[src/rtl/game_pkg.sv]
// rtl/game_pkg.sv - shared state type and constants for the note-speed path
package game_pkg;

  typedef enum logic [1:0] {
    HOLD        = 2'd0,
    SETTLE      = 2'd1,
    WAIT_UNLOCK = 2'd2,
    RAMP        = 2'd3
  } spd_state_t;

  localparam int         SPEED_MIN  = 1;
  localparam logic [3:0] DIGIT_ZERO = 4'd0;

endpackage

[src/rtl/switch_debouncer.sv]
// rtl/switch_debouncer.sv - two-flop synchroniser plus settle timer with one-cycle accept pulse
module switch_debouncer #(
  parameter int WIDTH         = 2,
  parameter int SETTLE_CYCLES = 500000,
  parameter int CNT_W         = 20
) (
  input  logic             clk,
  input  logic             reset,
  input  logic [WIDTH-1:0] din,
  output logic [WIDTH-1:0] sel_sync,
  output logic             accept
);

  logic [WIDTH-1:0] meta;
  logic [WIDTH-1:0] prev;
  logic [CNT_W-1:0] cnt;
  logic [CNT_W-1:0] cnt_eff;
  logic             settled;
  logic             changed;

  // A change restarts the count in the same cycle it is seen, so the
  // accepted value has been stable for exactly SETTLE_CYCLES cycles.
  assign changed = (sel_sync != prev);
  assign cnt_eff = changed ? '0 : cnt;
  assign accept  = (changed || !settled) && (cnt_eff == CNT_W'(SETTLE_CYCLES - 1));

  always_ff @(posedge clk) begin
    if (reset) begin
      meta     <= '0;
      sel_sync <= '0;
      prev     <= '0;
      cnt      <= '0;
      settled  <= 1'b1;
    end else begin
      meta     <= din;
      sel_sync <= meta;
      prev     <= sel_sync;
      if (accept) begin
        settled <= 1'b1;
        cnt     <= '0;
      end else if (changed) begin
        settled <= 1'b0;
        cnt     <= CNT_W'(1);
      end else if (!settled) begin
        cnt <= cnt + CNT_W'(1);
      end
    end
  end

endmodule

[src/rtl/speed_controller.sv]
// rtl/speed_controller.sv - debounced, lock-aware note-fall speed selector with per-frame ramp
module speed_controller
  import game_pkg::*;
#(
  parameter int NUM_LEVELS    = 3,
  parameter int SEL_W         = 2,
  parameter int LVL_W         = 4,
  parameter int SETTLE_CYCLES = 500000,
  parameter int CNT_W         = 20
) (
  input  logic             clk,
  input  logic             reset,
  input  logic [SEL_W-1:0] sw_speed,
  input  logic             lock,
  input  logic             frame_tick,
  output logic [LVL_W-1:0] note_speed,
  output logic [LVL_W-1:0] target_speed,
  output logic             speed_changed,
  output logic             pending,
  output logic [3:0]       digit_hi,
  output logic [3:0]       digit_lo
);

  function automatic logic [LVL_W-1:0] level_map(input logic [SEL_W-1:0] s);
    logic [LVL_W-1:0] l;
    l = LVL_W'(s) + LVL_W'(1);
    return (l > LVL_W'(NUM_LEVELS)) ? LVL_W'(NUM_LEVELS) : l;
  endfunction

  logic [SEL_W-1:0] sel_s;
  logic             accept;
  logic [LVL_W-1:0] mapped;
  logic [LVL_W-1:0] target_n;
  logic [LVL_W-1:0] note_n;
  logic             step;
  spd_state_t       state;
  spd_state_t       state_n;

  switch_debouncer #(
    .WIDTH        (SEL_W),
    .SETTLE_CYCLES(SETTLE_CYCLES),
    .CNT_W        (CNT_W)
  ) u_sw_deb (
    .clk     (clk),
    .reset   (reset),
    .din     (sw_speed),
    .sel_sync(sel_s),
    .accept  (accept)
  );

  assign mapped   = level_map(sel_s);
  assign digit_lo = DIGIT_ZERO;

  // Acceptance overrides every state so a late-settling selection is never lost.
  always_comb begin
    state_n  = state;
    target_n = target_speed;
    note_n   = note_speed;
    step     = 1'b0;
    if (accept) begin
      target_n = mapped;
      if (mapped == note_speed) state_n = HOLD;
      else if (lock)            state_n = WAIT_UNLOCK;
      else                      state_n = RAMP;
    end else begin
      case (state)
        HOLD: begin
          if (mapped != target_speed)  state_n = SETTLE;
          else if (pending && !lock)   state_n = RAMP;
        end
        SETTLE: state_n = SETTLE;
        WAIT_UNLOCK: begin
          if (mapped != target_speed) state_n = SETTLE;
          else if (!lock)             state_n = RAMP;
        end
        RAMP: begin
          if (mapped != target_speed)           state_n = SETTLE;
          else if (lock)                        state_n = WAIT_UNLOCK;
          else if (note_speed == target_speed)  state_n = HOLD;
          else if (frame_tick) begin
            step   = 1'b1;
            note_n = (target_speed > note_speed) ? note_speed + LVL_W'(1)
                                                 : note_speed - LVL_W'(1);
            if (note_n == target_speed) state_n = HOLD;
          end
        end
        default: state_n = HOLD;
      endcase
    end
  end

  always_ff @(posedge clk) begin
    if (reset) begin
      state         <= HOLD;
      target_speed  <= LVL_W'(SPEED_MIN);
      note_speed    <= LVL_W'(SPEED_MIN);
      speed_changed <= 1'b0;
      pending       <= 1'b0;
      digit_hi      <= 4'(SPEED_MIN);
    end else begin
      state         <= state_n;
      target_speed  <= target_n;
      note_speed    <= note_n;
      speed_changed <= step;
      pending       <= (target_n != note_n);
      digit_hi      <= 4'(note_n);
    end
  end

endmodule

[config.mk]
export PLATFORM = sky130hd
export DESIGN_NAME = speed_controller
export DESIGN_NICKNAME = d
export VERILOG_FILES = /design/src/rtl/game_pkg.sv /design/src/rtl/switch_debouncer.sv /design/src/rtl/speed_controller.sv
export SDC_FILE = /design/constraint.sdc
export NUM_CORES = 1
export LEC_CHECK = 0
export BUFFER_PORTS_ARGS = -buffer_cell sky130_fd_sc_hd__buf_2
export CAP_MARGIN = 40
export CORE_ASPECT_RATIO = 1.75
export CORE_MARGIN = 2
export CORE_UTILIZATION = 50
export DETAILED_ROUTE_END_ITERATION = 6
export PLACE_DENSITY = 0.7
export SYNTH_ARGS = -nofsm -noshare
export SYNTH_HDL_FRONTEND = slang
export SYNTH_SLANG_ARGS = --single-unit
export TNS_END_PERCENT = 5
[constraint.sdc]
create_clock -name clk -period 9.41 [get_ports clk]
set_clock_uncertainty 0.15 [all_clocks]
set_input_delay 2.3525 -clock clk [delete_from_list [all_inputs] [get_ports clk]]
set_output_delay 2.3525 -clock clk [all_outputs]
set_load 0.01 [all_outputs]
==> results.md <==
- The fraction of layout cells with a size suffix above 1 is 0.1450.
- The post-detailed-route wirelength per cell is 14.80 um.
- In this run the remaining antenna-violating nets after routing total 0.
- Compared with the post-synthesis result, the final layout area differs by 7.557%.
- The number of DRC markers in iteration 0 is 38.
- The number of optimization iterations in the first detailed-route pass is 4.
- The number of enable-type register cells in the synthesized netlist is 0.
- The required time of the worst setup path is 9480 ps.
- The total setup violations reported at the end of the flow is 0.
- Measured against its own limit, the worst slew margin works out to 0.6440.
- In the synthesized netlist the dominant register cell turns out to be dfxtp_1.
- Dividing the final minimum period by the clock period gives 0.3877.
- The via count is 1746.
- The x dimension of the die is 54.17 um.
- For the pin with the worst max-slew slack, the measured transition is 532.0 ps.
- The worst setup path is captured at a register.
- The TritonCTS clock tree is yes.
- The via count of the first global-routing pass was 1751.
- The category of the most critical setup path is in2reg.
- The HPWL reported at the end of detailed placement is 3.468 mm.
- The signal on the critical path passes through buf_2 > nor3b_1 > nand2_1 > nor2_1 > a21oi_1 > a41oi_1.
- After layout, the minimum clock period comes to 3649 ps.
- Hold repair after CTS inserted 0 buffers.
- The first global-routing pass estimated 7.569 mm of wire.
- At the end of the flow the core is filled with cells to 0.5477.
- The floorplan die area is 0.004972 mm^2.
- The wire length reported by the detailed router is 4.631 mm.
- Clock-pin slew was measured on the worst setup and hold paths at 80 ps.
- The total of flip-flops plus latches after synthesis is 39.
- Clock latency on the worst-skew pair, taken at its later pin, is 290 ps.
- The number of pins with negative max-slew slack in the final report is 0.
- The H-tree was split into 2 levels.
- Counting distinct cell types in the post-synthesis netlist gives 57.
- The number of placement rows is 32.
- Summing all non-filler instances in the final layout gives an area of 0.002369 mm^2.
- Once routing completed, OpenROAD measured the worst setup slack at 5761 ps.
- The most frequent cell after synthesis is dfxtp_1.
- The net total in the final layout is 275.
- The count of unresolved DRC violations after routing is 0.
- For this run, the top clock speed supported by timing is 274.1 MHz.
- The hold violation count in the final report was 0.
- The cell area power density is 133.3 mW/mm^2.
- The flow ran to the end, and the final reports show no timing, DRC or antenna violations.
- The number of antenna violations at the first check in global routing was 0.
- The largest individual stage delay along the critical path comes from the cell nor3b_1.
- After routing, the total negative slack on setup checks comes to 0 ps.
- Entering global routing, the biggest net connects 20 pins.
- The biggest area contributor in the post-synthesis netlist is dfxtp_1.
- Synthesis produced 247 cells.
- The number of warnings reported in the yosys synthesis log is 0.
- The post-CTS repair timing setup buffer count is 0.
- The maximum single-stage delay on the critical path is 410 ps.
- Yosys attributes the largest share of cell area to dfxtp_1, xor2_1, nor2_1.
- The clock tree buffer depth is 2.
- The placed instances occupy a cell area of 0.002265 mm^2.
- The analysis attributes to cell leakage a power of 0.9529 nW.
- Setup repair after global routing left no endpoint under its margin.
- Clock tree synthesis found a total of 39 sinks.
- The floorplan core area is 0.004324 mm^2.
- Each instance of the synthesized netlist takes up on average 8.915 um^2.
- At the placement stage, the worst setup path has a slack of 5472 ps.
- Dividing the detail-routed via count by the number of cells gives 5.578.
- The cell area that synthesis handed to floorplanning was 0.002202 mm^2.
- The share of flip-flops with an asynchronous set or reset is 0.
- The commonest cells after synthesis are dfxtp_1, nor2_1, xor2_1.
- The endpoint arrival time on the critical path is 3720 ps.
- The tool flagged a number of max-cap violations equal to 0.
- The worst min-delay path class is reg2reg.
- Of the post-synthesis cell area, the dominant cell type holds 0.3545.
- VDD sags by at most 0.1173 mV.
- The total power is 0.3158 mW.
- For this run, the total global-route usage over all layers was measured as 0.2091.
- For this design the top-level I/O count stands at 24.
- The sequential fraction of the synthesis area is 0.3545.
- The maximum net fanout on the critical path is 5.
- The number of diodes added for antenna fixing is 0.
- The number of buffers created by CTS is 5.
- The number of cells upsized or downsized after cts is 0.
- The category of the worst setup path launch point is a primary input.
- The initial utilization of the core area, before any placement, comes to 0.5093.
- The placer congestion estimate is 0.7986.
- The number of buffers inserted by port buffering is 19.
- The root buffer cell is clkbuf_8.
- For this run the aggregate overflow at the end of global routing stands at 0.
- The vertical die dimension is 91.79 um.
-- metrics by stage --
| step | hold slack (ps) | std cells |
|---|---|---|
| final | 292.5 | 313 |
| after global routing | 305.8 | 313 |
| after CTS | 300.8 | 313 |
| after detailed placement | 282.6 | 305 |
| after global placement | 265.7 | 305 |
| after floorplan | 263.8 | 250 |
-- final cells by class --
class	count	area [um^2]
multi-input combinational	188	1295
sequential	39	780.7
fill	437	1956
clock inverter	1	7.507
clock buffer	7	96.34
tap	51	63.81
timing repair buffer	19	95.09
inverter	8	30.03
-- report_power, final --
group	internal [mW]	total, mW	leakage [nW]	switching, mW
sequential	0.168	0.172	0.316	0.00389
clock	0.0666	0.125	0.0505	0.0579
combinational	0.00750	0.0191	0.586	0.0116
total	0.242	0.316	0.953	0.0734
-- cell families after synthesis --
group	share of synthesized area
AND/OR/NAND/NOR	0.2790
flip-flops	0.3545
multiplexers	0.004546
adder cells (fa/ha/maj)	0.04886
other	0.001703
buffers and inverters	0.06249
AO/OA/AOI/OAI	0.1233
XOR/XNOR	0.1256
-- worst max-delay path: cells and delay by family --
| family | cells | cell delay, ps |
|---|---|---|
| buf+inv | 1 | 120 |
| simple gates | 3 | 920 |
| compound gates | 2 | 320 |
-- layer usage --
metal | share of wire | global-route usage
met2 | 0.57 | 0.3976
met5 | 0 | 0
met1 | 0.38 | 0.1878
met4 | 0.030 | 0.1167
met3 | 0.022 | 0.03583
-- path summary, 6_finish.rpt --
path | end | slack (ps) | start | depth (start not counted)
worst max-delay path | pending | 5760 | lock | 6
worst min-delay path | u_sw_deb.sel_sync[0] | 290 | u_sw_deb.meta[0] | 1
worst max register to register | state[0] | 5770 | digit_hi[1] | 13
worst min register to register | u_sw_deb.sel_sync[0] | 290 | u_sw_deb.meta[0] | 1
-- cells in the final DEF, fill, tap and decap left out, types with 2 or more instances in the layout --
cell	instances
clkbuf_8	7
and4_1	2
or3_1	2
conb_1	4
dfxtp_1	39
and3_1	9
o21ai_0	5
o31ai_1	4
inv_1	8
or4b_4	2
nand4_1	7
nand2_1	17
xnor2_1	10
or2_2	2
nand4b_1	4
xor2_1	19
buf_2	19
a21o_1	2
a21oi_1	10
a211oi_1	4
nor2_1	30
or3b_2	2
and2_1	3
nor2b_1	9
o2111ai_1	2
ha_1	7
nand3_1	4
-- flip-flops by register name, summed over array words and instances, names as in the netlist --
signal,cells
digit_hi,4
pending,1
u_sw_deb.prev,2
u_sw_deb.cnt,20
state,2
speed_changed,1
u_sw_deb.meta,2
u_sw_deb.sel_sync,2
target_speed,4
u_sw_deb.settled,1
Power figures use the tool's default switching activity.
